## config.mk

```make
export PLATFORM = sky130hd
export DESIGN_NAME = read_fwft_flat
export DESIGN_NICKNAME = d
export VERILOG_FILES = /design/src/rtl/read_fwft_if.sv /design/src/rtl/read_fwft.sv /design/src/flat_wrapper.sv
export SDC_FILE = /design/constraint.sdc
export NUM_CORES = 1
export LEC_CHECK = 0
export CORE_MARGIN = 2
export CORE_UTILIZATION = 38
export DETAILED_ROUTE_END_ITERATION = 6
export DONT_BUFFER_PORTS = 1
export MAX_ROUTING_LAYER = met4
export SLEW_MARGIN = 30
export SYNTH_ARGS = -nofsm -noshare
export SYNTH_HDL_FRONTEND = slang
export SYNTH_SLANG_ARGS = --single-unit
```

## constraint.sdc

```tcl
create_clock -name r_clk -period 5.6 [get_ports r_clk]
set_input_delay 1.12 -clock r_clk [delete_from_list [all_inputs] [get_ports r_clk]]
set_output_delay 1.12 -clock r_clk [all_outputs]
set_load 0.01 [all_outputs]
```

## src/rtl/read_fwft_if.sv

```systemverilog
// Read-side FIFO bus: everything read_fwft exchanges with the rest of the
// FIFO except clock and reset.
//   w_ptr_sync     gray write pointer, already synchronised into r_clk
//   r_ptr_gray     registered gray read pointer, sent to the write side
//   r_en / r_addr  synchronous-read RAM port request
//   r_data_ram     RAM read data, valid one clock after r_en
//   r_data/r_valid/r_ready  first-word-fall-through consumer handshake
//   r_empty, r_almost_empty, r_level  occupancy status
// master = the read controller, slave = RAM / pointer sync / consumer side.
interface read_fwft_if #(
    parameter int ADDR_WIDTH = 10,
    parameter int DATA_WIDTH = 8
);
    logic [ADDR_WIDTH:0]   w_ptr_sync;
    logic [ADDR_WIDTH:0]   r_ptr_gray;
    logic                  r_en;
    logic [ADDR_WIDTH-1:0] r_addr;
    logic [DATA_WIDTH-1:0] r_data_ram;
    logic [DATA_WIDTH-1:0] r_data;
    logic                  r_valid;
    logic                  r_ready;
    logic                  r_empty;
    logic                  r_almost_empty;
    logic [ADDR_WIDTH+1:0] r_level;

    modport master (
        input  w_ptr_sync, r_data_ram, r_ready,
        output r_ptr_gray, r_en, r_addr, r_data, r_valid, r_empty,
               r_almost_empty, r_level
    );

    modport slave (
        output w_ptr_sync, r_data_ram, r_ready,
        input  r_ptr_gray, r_en, r_addr, r_data, r_valid, r_empty,
               r_almost_empty, r_level
    );
endinterface

```

## src/rtl/read_fwft.sv

```systemverilog
// Read-side controller of a dual-clock FIFO (r_clk domain).
// Owns the binary/gray read pointer, issues synchronous RAM reads and keeps a
// 2-entry output buffer so data falls through to r_data with a valid/ready
// handshake at one word per clock.
// Ports:
//   r_clk    read clock
//   r_rst_n  asynchronous active-low reset
//   bus      read_fwft_if.master (pointer exchange, RAM port, consumer, status)
module read_fwft #(
    parameter int ADDR_WIDTH = 10,
    parameter int DATA_WIDTH = 8,
    parameter int AE_THRESH  = 4
) (
    input  logic         r_clk,
    input  logic         r_rst_n,
    read_fwft_if.master  bus
);
    localparam int PW = ADDR_WIDTH + 1;   // pointer width (extra wrap bit)
    localparam int LW = ADDR_WIDTH + 2;   // level width, holds depth+2

    function automatic logic [PW-1:0] bin2gray(input logic [PW-1:0] b);
        return b ^ (b >> 1);
    endfunction

    logic [PW-1:0]         r_ptr_bin_reg, r_ptr_bin_next;
    logic [PW-1:0]         r_ptr_gray_reg;
    logic                  pend_reg, pend_next;
    logic [1:0]            buf_cnt_reg, buf_cnt_next;
    logic [DATA_WIDTH-1:0] head_reg, head_next;
    logic [DATA_WIDTH-1:0] second_reg, second_next;
    logic                  valid_reg, empty_reg, ae_reg, ae_next;
    logic [LW-1:0]         level_reg, level_next;

    logic [PW-1:0] w_bin;
    logic          ptr_empty;
    logic          pop;
    logic [2:0]    occ;
    logic          rd_en;

    // Gray to binary: each binary bit is the XOR of all gray bits at or above it.
    generate
        for (genvar gi = 0; gi < PW; gi++) begin : g_w_bin
            assign w_bin[gi] = ^bus.w_ptr_sync[PW-1:gi];
        end
    endgenerate

    assign ptr_empty = (bin2gray(r_ptr_bin_reg) == bus.w_ptr_sync);
    assign pop       = valid_reg & bus.r_ready;

    // Words that will sit in the buffer after this edge if nothing new is
    // fetched; a fetch is allowed only while that leaves room for its arrival.
    // pop implies buf_cnt >= 1, so this never underflows.
    assign occ   = {1'b0, buf_cnt_reg} + {2'b00, pend_reg} - {2'b00, pop};
    assign rd_en = ~ptr_empty & (occ < 3'd2);

    assign r_ptr_bin_next = r_ptr_bin_reg + PW'(rd_en);
    assign pend_next      = rd_en;

    always_comb begin
        head_next    = head_reg;
        second_next  = second_reg;
        buf_cnt_next = buf_cnt_reg;
        case ({pend_reg, pop})
            2'b10: begin
                // Arrival only: fill the first free slot.
                if (buf_cnt_reg == 2'd0) begin
                    head_next = bus.r_data_ram;
                end else begin
                    second_next = bus.r_data_ram;
                end
                buf_cnt_next = buf_cnt_reg + 2'd1;
            end
            2'b11: begin
                // Arrival and pop together: shift, count unchanged.
                if (buf_cnt_reg == 2'd1) begin
                    head_next = bus.r_data_ram;
                end else begin
                    head_next   = second_reg;
                    second_next = bus.r_data_ram;
                end
            end
            2'b01: begin
                if (buf_cnt_reg == 2'd2) begin
                    head_next = second_reg;
                end
                buf_cnt_next = buf_cnt_reg - 2'd1;
            end
            default: ;
        endcase
    end

    // Level counts RAM words not yet fetched, the in-flight read and the buffer.
    always_comb begin
        level_next = LW'(PW'(w_bin - r_ptr_bin_next)) + LW'(pend_next) + LW'(buf_cnt_next);
        ae_next    = (level_next <= LW'(AE_THRESH));
    end

    always_ff @(posedge r_clk or negedge r_rst_n) begin
        if (!r_rst_n) begin
            r_ptr_bin_reg  <= '0;
            r_ptr_gray_reg <= '0;
            pend_reg       <= 1'b0;
            buf_cnt_reg    <= 2'd0;
            head_reg       <= '0;
            second_reg     <= '0;
            valid_reg      <= 1'b0;
            empty_reg      <= 1'b1;
            level_reg      <= '0;
            ae_reg         <= 1'b1;
        end else begin
            r_ptr_bin_reg  <= r_ptr_bin_next;
            r_ptr_gray_reg <= bin2gray(r_ptr_bin_next);
            pend_reg       <= pend_next;
            buf_cnt_reg    <= buf_cnt_next;
            head_reg       <= head_next;
            second_reg     <= second_next;
            valid_reg      <= (buf_cnt_next != 2'd0);
            empty_reg      <= (buf_cnt_next == 2'd0);
            level_reg      <= level_next;
            ae_reg         <= ae_next;
        end
    end

    assign bus.r_ptr_gray     = r_ptr_gray_reg;
    assign bus.r_en           = rd_en;
    assign bus.r_addr         = r_ptr_bin_reg[ADDR_WIDTH-1:0];
    assign bus.r_data         = head_reg;
    assign bus.r_valid        = valid_reg;
    assign bus.r_empty        = empty_reg;
    assign bus.r_almost_empty = ae_reg;
    assign bus.r_level        = level_reg;
endmodule

```

## src/flat_wrapper.sv

```systemverilog
// flat-port wrapper written by rule: the top's interface ports become plain ports
module read_fwft_flat 
#(
    parameter int ADDR_WIDTH = 10,
    parameter int DATA_WIDTH = 8,
    parameter int AE_THRESH  = 4
)
  (r_clk, r_rst_n, bus_w_ptr_sync, bus_r_data_ram, bus_r_ready, bus_r_ptr_gray, bus_r_en, bus_r_addr, bus_r_data, bus_r_valid, bus_r_empty, bus_r_almost_empty, bus_r_level);
  read_fwft_if #(.ADDR_WIDTH(ADDR_WIDTH), .DATA_WIDTH(DATA_WIDTH)) bus_i ();
  input  logic r_clk;
  input  logic r_rst_n;
  input wire logic [$bits(bus_i.w_ptr_sync)-1:0] bus_w_ptr_sync;
  input wire logic [$bits(bus_i.r_data_ram)-1:0] bus_r_data_ram;
  input wire logic [$bits(bus_i.r_ready)-1:0] bus_r_ready;
  output wire logic [$bits(bus_i.r_ptr_gray)-1:0] bus_r_ptr_gray;
  output wire logic [$bits(bus_i.r_en)-1:0] bus_r_en;
  output wire logic [$bits(bus_i.r_addr)-1:0] bus_r_addr;
  output wire logic [$bits(bus_i.r_data)-1:0] bus_r_data;
  output wire logic [$bits(bus_i.r_valid)-1:0] bus_r_valid;
  output wire logic [$bits(bus_i.r_empty)-1:0] bus_r_empty;
  output wire logic [$bits(bus_i.r_almost_empty)-1:0] bus_r_almost_empty;
  output wire logic [$bits(bus_i.r_level)-1:0] bus_r_level;
  assign bus_i.w_ptr_sync = bus_w_ptr_sync;
  assign bus_i.r_data_ram = bus_r_data_ram;
  assign bus_i.r_ready = bus_r_ready;
  assign bus_r_ptr_gray = bus_i.r_ptr_gray;
  assign bus_r_en = bus_i.r_en;
  assign bus_r_addr = bus_i.r_addr;
  assign bus_r_data = bus_i.r_data;
  assign bus_r_valid = bus_i.r_valid;
  assign bus_r_empty = bus_i.r_empty;
  assign bus_r_almost_empty = bus_i.r_almost_empty;
  assign bus_r_level = bus_i.r_level;
  read_fwft #(.ADDR_WIDTH(ADDR_WIDTH), .DATA_WIDTH(DATA_WIDTH), .AE_THRESH(AE_THRESH)) u_core (.r_clk(r_clk), .r_rst_n(r_rst_n), .bus(bus_i));
endmodule
```

==> run metrics, run 1 <==
vias per inst=5.233; WP data required=5820 ps; Buf+Inv Stages, Crit Path=0; VDD IR-drop max=0.3714 mV; Final ANT Viol Nets=0; Final Util=43.66%; hold buffer count at cts=0; DIE AREA=9942 sq um; max reg flops=12; final net count=404; CP Data Arrival Time=5460 ps; R2R cell count=18; Pwr Density=745.4 nW/um^2; post-synthesis net count=385; status=complete, no violations; RSZ-0062 raised after global routing=no; static leakage=1.731 nW; vias in the first global route=2,425; clock slew at reported path FFs=110 ps; DR top layer=met4; Top-Level Pins=67; Final setup viols=0; flops & latches, synth=55; largest net degree at the start of global routing=56; Slew headroom=39.87%; CP delay by family, top=XOR/XNOR gates; Worst Path Max Fanout=4; most numerous cell in the Yosys netlist=dfrtp_1; violation count after the first detailed-route iteration=86; Filler Cells Inserted=849; post-synth top area share=38.10%; synthesis-to-layout area growth=10.46%; Post-CTS Resized=0; maximum clock rate=191.1 MHz; CTS root buf=clkbuf_8; Area contributors post-synth=dfrtp_1 (38%), ha_1 (8.3%), xnor2_1 (7.5%), xor2_1 (7.0%), nor2_1 (3.0%); WL final=7445 microns; chip height=99.71 microns; Post-synth EDFFs=0; asr flop ratio synth=100.0%; Hold WS=495.5 ps; GP Congestion=0.8380; final hold vios=0; initial core utilization=39.53%; critical path class=in -> reg; first-pass GRT wire length=12,400 microns; top_reg_cell synth=dfrtp_1; CP peak stage delay=470 ps; Routed met3 length=622 microns; cells after synthesis=336; initial antenna violation count=0; Inserted Clock Buffers=5; DIE WIDTH=99.71 microns; core area=8806 sq um; Worst-Margin Slew=892.5 ps; Clock Tree Buf Depth=2; CP Depth=17; Antenna diodes=0; Tcrit/Tclk final=93.46%; post-synthesis instance area=3481 sq um; CTS H-tree lvls=2; Synth Warn #=0; CP max-delay cell=xnor3_2; CP startpoint kind=input port; max-slew violation count=0; ratio of cells with drive above 1 in the final layout=16.01%; Site Rows=34; Syn Area/Cell=10.36 sq um; Seq/Total Area, Yosys=39.61%; Most Frequent Cell on Critical Path=xor2_1; DRC=0; crit-path cells=xnor2_2, xnor3_2, xor2_4, xnor2_1, xor2_1, xor2_1, xnor2_1, ha_1, fa_1, nand2b_1, a21oi_1, xor2_1, xnor2_1, and3_1, xor2_1, nor4_1, nor4bb_2; Setup Fix Bufs, Post-CTS=0; met1 WL=3593 microns; I/O Buffers=0; skew final=7.261 ps; worst-skew pair later-pin latency=310 ps; minimum clock period=5233 ps; first-pass iteration count of the detailed router=5; CTS sink count=55; # Max-Cap Violations=0; Yosys cell types=55; DP HPWL=5869 microns; TritonCTS clock tree=done; Critical Path End Type=flip-flop; GRT Total Usage=16.13%; type of the worst min-delay path=in -> async; Vias=2,428; GRT Residual Overflow=0; metal2 WL=3175 microns; routed wire length per instance=16.05 microns; largest area contributor in the netlist=dfrtp_1; most common library cells after synthesis=dfrtp_1 (53), xnor2_1 (30), nor2_1 (28), xor2_1 (28), inv_1 (26)
[cells by family (layout without fill, tap and decap cells)]
family | Yosys count | count (layout) | share of synthesized area [%]
simple gates | 87 | 87 | 13.16
xor+xnor | 65 | 65 | 18.08
compound gates | 56 | 56 | 11.22
flops | 55 | 55 | 39.61
buf+inv | 35 | 55 | 3.846
fa+ha+maj | 29 | 29 | 11.22
mux | 9 | 9 | 2.876
[cell type report]
cell class	count	area, sq um	area share [%]
clock buffers	5	68.82	1.790
clock inverters	3	23.77	0.6183
inverters	27	101.3	2.636
multi-input cells	246	1987	51.68
flip-flops and latches	55	1379	35.86
well taps	108	135.1	3.514
repair buffers	20	150.1	3.905
[worst reg2reg max path, delay by kind of cell, from the launching register on]
kind                       cells  cell delay (ps)
DFF                            1              500
adders and majority gates      4             1150
buffers and inverters          1               50
and+or+nand+nor                5             1130
AOI/OAI and AO/OA              6             1590
xor gates and xnor gates       2              360
[worst paths after layout]
check / from / to / slack, ps
max reg2reg: u_core.r_ptr_bin_reg[8]$_DFF_PN0_ / u_core.bus.r_almost_empty$_DFF_PN1_ / 760
max in group asynchronous: r_rst_n / u_core.bus.r_almost_empty$_DFF_PN1_ / 4920
min in group r_clk: u_core.second_reg[4]$_DFFE_PN0P_ / u_core.second_reg[4]$_DFFE_PN0P_ / 520
min reg2reg: u_core.second_reg[4]$_DFFE_PN0P_ / u_core.second_reg[4]$_DFFE_PN0P_ / 520
max: bus_w_ptr_sync[9] / u_core.bus.r_almost_empty$_DFF_PN1_ / 370
min: r_rst_n / u_core.bus.r_level[3]$_DFF_PN0_ / 500
[metal layers]
| metal | track usage, % | up-vias |
|---|---|---|
| li1 | - | 1200 |
| met1 | 21.91 | 1145 |
| met2 | 23.86 | 78 |
| met3 | 4.849 | 5 |
| met4 | 3.688 | 0 |
| met5 | - | - |
[layout by cell type, fill, tap and decap left out, types with 3 or more instances in the layout]
master / count
buf_4: 20
xnor2_2: 5
nand2_1: 13
xor2_1: 28
a22oi_1: 8
nor3_1: 7
o21ai_0: 8
a21oi_1: 14
inv_1: 26
and2_1: 3
clkbuf_8: 5
dfrtp_1: 53
o211ai_1: 5
nor2_1: 28
ha_1: 23
nor4_1: 7
a31oi_1: 6
fa_1: 4
xnor2_1: 30
and3_1: 4
nand2b_1: 3
nand3_1: 8
mux2_2: 8
[stage by stage]
step	cell area [sq um]	power (mW)	setup slack, ps	cells	TNS (ps)
after floorplan	3488	2.184	66.56	336	0
after global routing	3845	3.190	12.95	464	0
after detailed placement	3741	2.653	-68.21	456	-68.21
after CTS	3834	2.905	258.9	464	0
final	3845	2.866	366.5	464	0
after global placement	3741	2.627	70.37	456	0
[power breakdown]
| part | leakage (nW) | switching [mW] | internal [mW] |
|---|---|---|---|
| sequential | 0.666 | 0.170 | 0.598 |
| clock | 0.0461 | 0.138 | 0.0907 |
| combinational | 1.02 | 1.03 | 0.842 |
Power figures use the tool's default switching activity.
==> inputs of run 2 (changes only) <==
--- a/config.mk
+++ b/config.mk
@@ -7,6 +7,7 @@
 export LEC_CHECK = 0
 export CORE_MARGIN = 2
 export CORE_UTILIZATION = 38
+export CTS_CLUSTER_SIZE = 28
 export DETAILED_ROUTE_END_ITERATION = 6
 export DONT_BUFFER_PORTS = 1
 export MAX_ROUTING_LAYER = met4
==> results of run 2 <==
No change in the layout: final DEF, timing and power equal those of run 1.
==> inputs of run 3 (changes only) <==
--- a/config.mk
+++ b/config.mk
@@ -11,7 +11,7 @@
 export DETAILED_ROUTE_END_ITERATION = 6
 export DONT_BUFFER_PORTS = 1
 export MAX_ROUTING_LAYER = met4
-export SLEW_MARGIN = 30
+export SLEW_MARGIN = 5
 export SYNTH_ARGS = -nofsm -noshare
 export SYNTH_HDL_FRONTEND = slang
 export SYNTH_SLANG_ARGS = --single-unit
==> constraint.sdc (replaced) <==
create_clock -name r_clk -period 4.68 [get_ports r_clk]
set_input_delay 0.936 -clock r_clk [delete_from_list [all_inputs] [get_ports r_clk]]
set_output_delay 0.936 -clock r_clk [all_outputs]
set_load 0.01 [all_outputs]
==> run 3 against run 2 <==
Die area stayed put. Critical endpoint unchanged. Routed wire length is 7.3% higher. Critical path type unchanged. Critical path depth is 2 higher. Flip-flop and latch count stayed put.
==> run metrics, run 3 (synthesis results as in run 1) <==
status=complete, no violations; Most Frequent Cell on Critical Path=ha_4; commonest non-fill, non-tap cells in the layout=buf_4 (52), dfrtp_1 (48), xnor2_1 (27); GRT Residual Overflow=0; clock slew at reported path FFs=120 ps; Inserted Clock Buffers=5; pre-CTS WS=-280.7 ps; final hold vios=0; initial antenna violation count=0; CP peak stage delay=390 ps; Final setup viols=0; GP Congestion=0.9315; ratio of cells with drive above 1 in the final layout=33.51%; core area=8806 sq um; Final ANT Viol Nets=0; CP Data Arrival Time=4740 ps; Hold WS=291.5 ps; I/O Buffers=0; final net count=436; first-pass iteration count of the detailed router=4; CTS sink count=55; Buf+Inv Stages, Crit Path=1; fin worst setup slack=161.7 ps; initial core utilization=39.53%; CP startpoint kind=input port; Filler Cells Inserted=804; RSZ-0062 raised after global routing=yes; DIE WIDTH=99.71 microns; minimum clock period=4518 ps; placed cell areas=4114 sq um; CTS root buf=clkbuf_8; Tcrit/Tclk final=96.55%; CP max-delay cell=a2111oi_2; crit-path cells=and2_4, ha_4, nand2b_4, fa_2, xnor2_1, and3_4, ha_4, ha_4, inv_2, ha_1, nor2b_4, o21ai_4, a21boi_4, o211ai_1, a31oi_1, a2111oi_2, nand2_1, xnor2_2, nor4bb_4; synthesis-to-layout area growth=26.49%; DRC=0; Antenna diodes=0; chip height=99.71 microns; placed cells=487; WL final=7988 microns; # Max-Cap Violations=0; Critical Path End Type=flip-flop; Clock Tree Buf Depth=2; Slew headroom=41.65%; Finished Layout Cells=496; hold buffer count at cts=0; GRT Total Usage=17.01%; CP delay by family, top=adder cells; type of the worst min-delay path=in -> async; Top-Level Pins=67; DIE AREA=9942 sq um; max reg flops=12; Vias=2,577; Site Rows=34; fin area=4403 sq um; worst-skew pair later-pin latency=320 ps; TritonCTS clock tree=done; CTS H-tree lvls=2; vias per inst=5.196; routed wire length per instance=16.10 microns; critical path class=in -> reg; maximum clock rate=221.3 MHz; DP HPWL=6246 microns; first-pass GRT wire length=13,030 microns; vias in the first global route=2,580; max-slew violation count=0; Worst-Margin Slew=866.2 ps; WP data required=4900 ps; largest net degree at the start of global routing=56; commonest non-fill, non-tap cell in the layout=buf_4; skew final=14.30 ps; violation count after the first detailed-route iteration=168; Worst Path Max Fanout=5
-- run 3: cell types whose count changed in the layout (fill, tap and decap cells not counted), moves of 3 or more --
| cell | delta |
|---|---|
| and3_4 | +3 |
| buf_4 | +32 |
| dfrtp_1 | -5 |
| dfrtp_2 | +5 |
| fa_1 | -3 |
| fa_2 | +3 |
| ha_1 | -7 |
| ha_4 | +6 |
| nor4_1 | -3 |
| nor4_2 | +3 |
| xnor2_1 | -3 |
| xnor2_4 | +4 |
-- run 3: path summary, 6_finish.rpt --
| check | startpoint | endpoint | slack [ps] | depth (start not counted) |
|---|---|---|---|---|
| setup reg to reg | u_core.r_ptr_bin_reg[3]$_DFF_PN0_ | u_core.bus.r_almost_empty$_DFF_PN1_ | 210 | 18 |
| hold reg to reg | u_core.second_reg[4]$_DFFE_PN0P_ | u_core.second_reg[4]$_DFFE_PN0P_ | 520 | 1 |
| setup / recovery | bus_r_ready | u_core.bus.r_almost_empty$_DFF_PN1_ | 160 | 19 |
| min in group r_clk | u_core.second_reg[4]$_DFFE_PN0P_ | u_core.second_reg[4]$_DFFE_PN0P_ | 520 | 1 |
| max in group asynchronous | r_rst_n | u_core.bus.r_almost_empty$_DFF_PN1_ | 4190 | 0 |
| hold / removal | r_rst_n | u_core.bus.r_data[2]$_DFFE_PN0P_ | 290 | 0 |
-- run 3: stage by stage --
stage / TNS [ps] / utilization, %
5_1_grt: -34.53 / 50.00
4_1_cts: 0 / 47.90
2_1_floorplan: -170.7 / -
3_3_place_gp: -432.6 / 46.72
3_5_place_dp: -628.1 / 46.72
6_report: 0 / 50.00
-- run 3: repair_timing --
item                       4_1_cts  5_1_grt
setup buffers                    0        1
pin swaps                        1       20
setup endpoints to repair        1        5
gates resized for setup          2       29
hold endpoints to repair         0        0
-- run 3: cell type report --
cell class,count,area [sq um],share of cell area [%]
Inverter,27,101.3,2.302
Clock buffer,5,68.82,1.563
Sequential cell,55,1385,31.46
Timing Repair Buffer,52,390.4,8.866
Tap cell,108,135.1,3.069
Multi-Input combinational cell,246,2295,52.12
Clock inverter,3,27.53,0.6252
-- run 3: metal layers --
metal,share of wire [%],track usage [%]
met5,0,-
met4,1.1,4.110
met3,7.0,5.130
met2,46,25.83
met1,46,22.42
Power of run 3 is left out: the tool's default activity adds up to more than one toggle a clock period on the data nets, which glitch-free logic cannot reach.
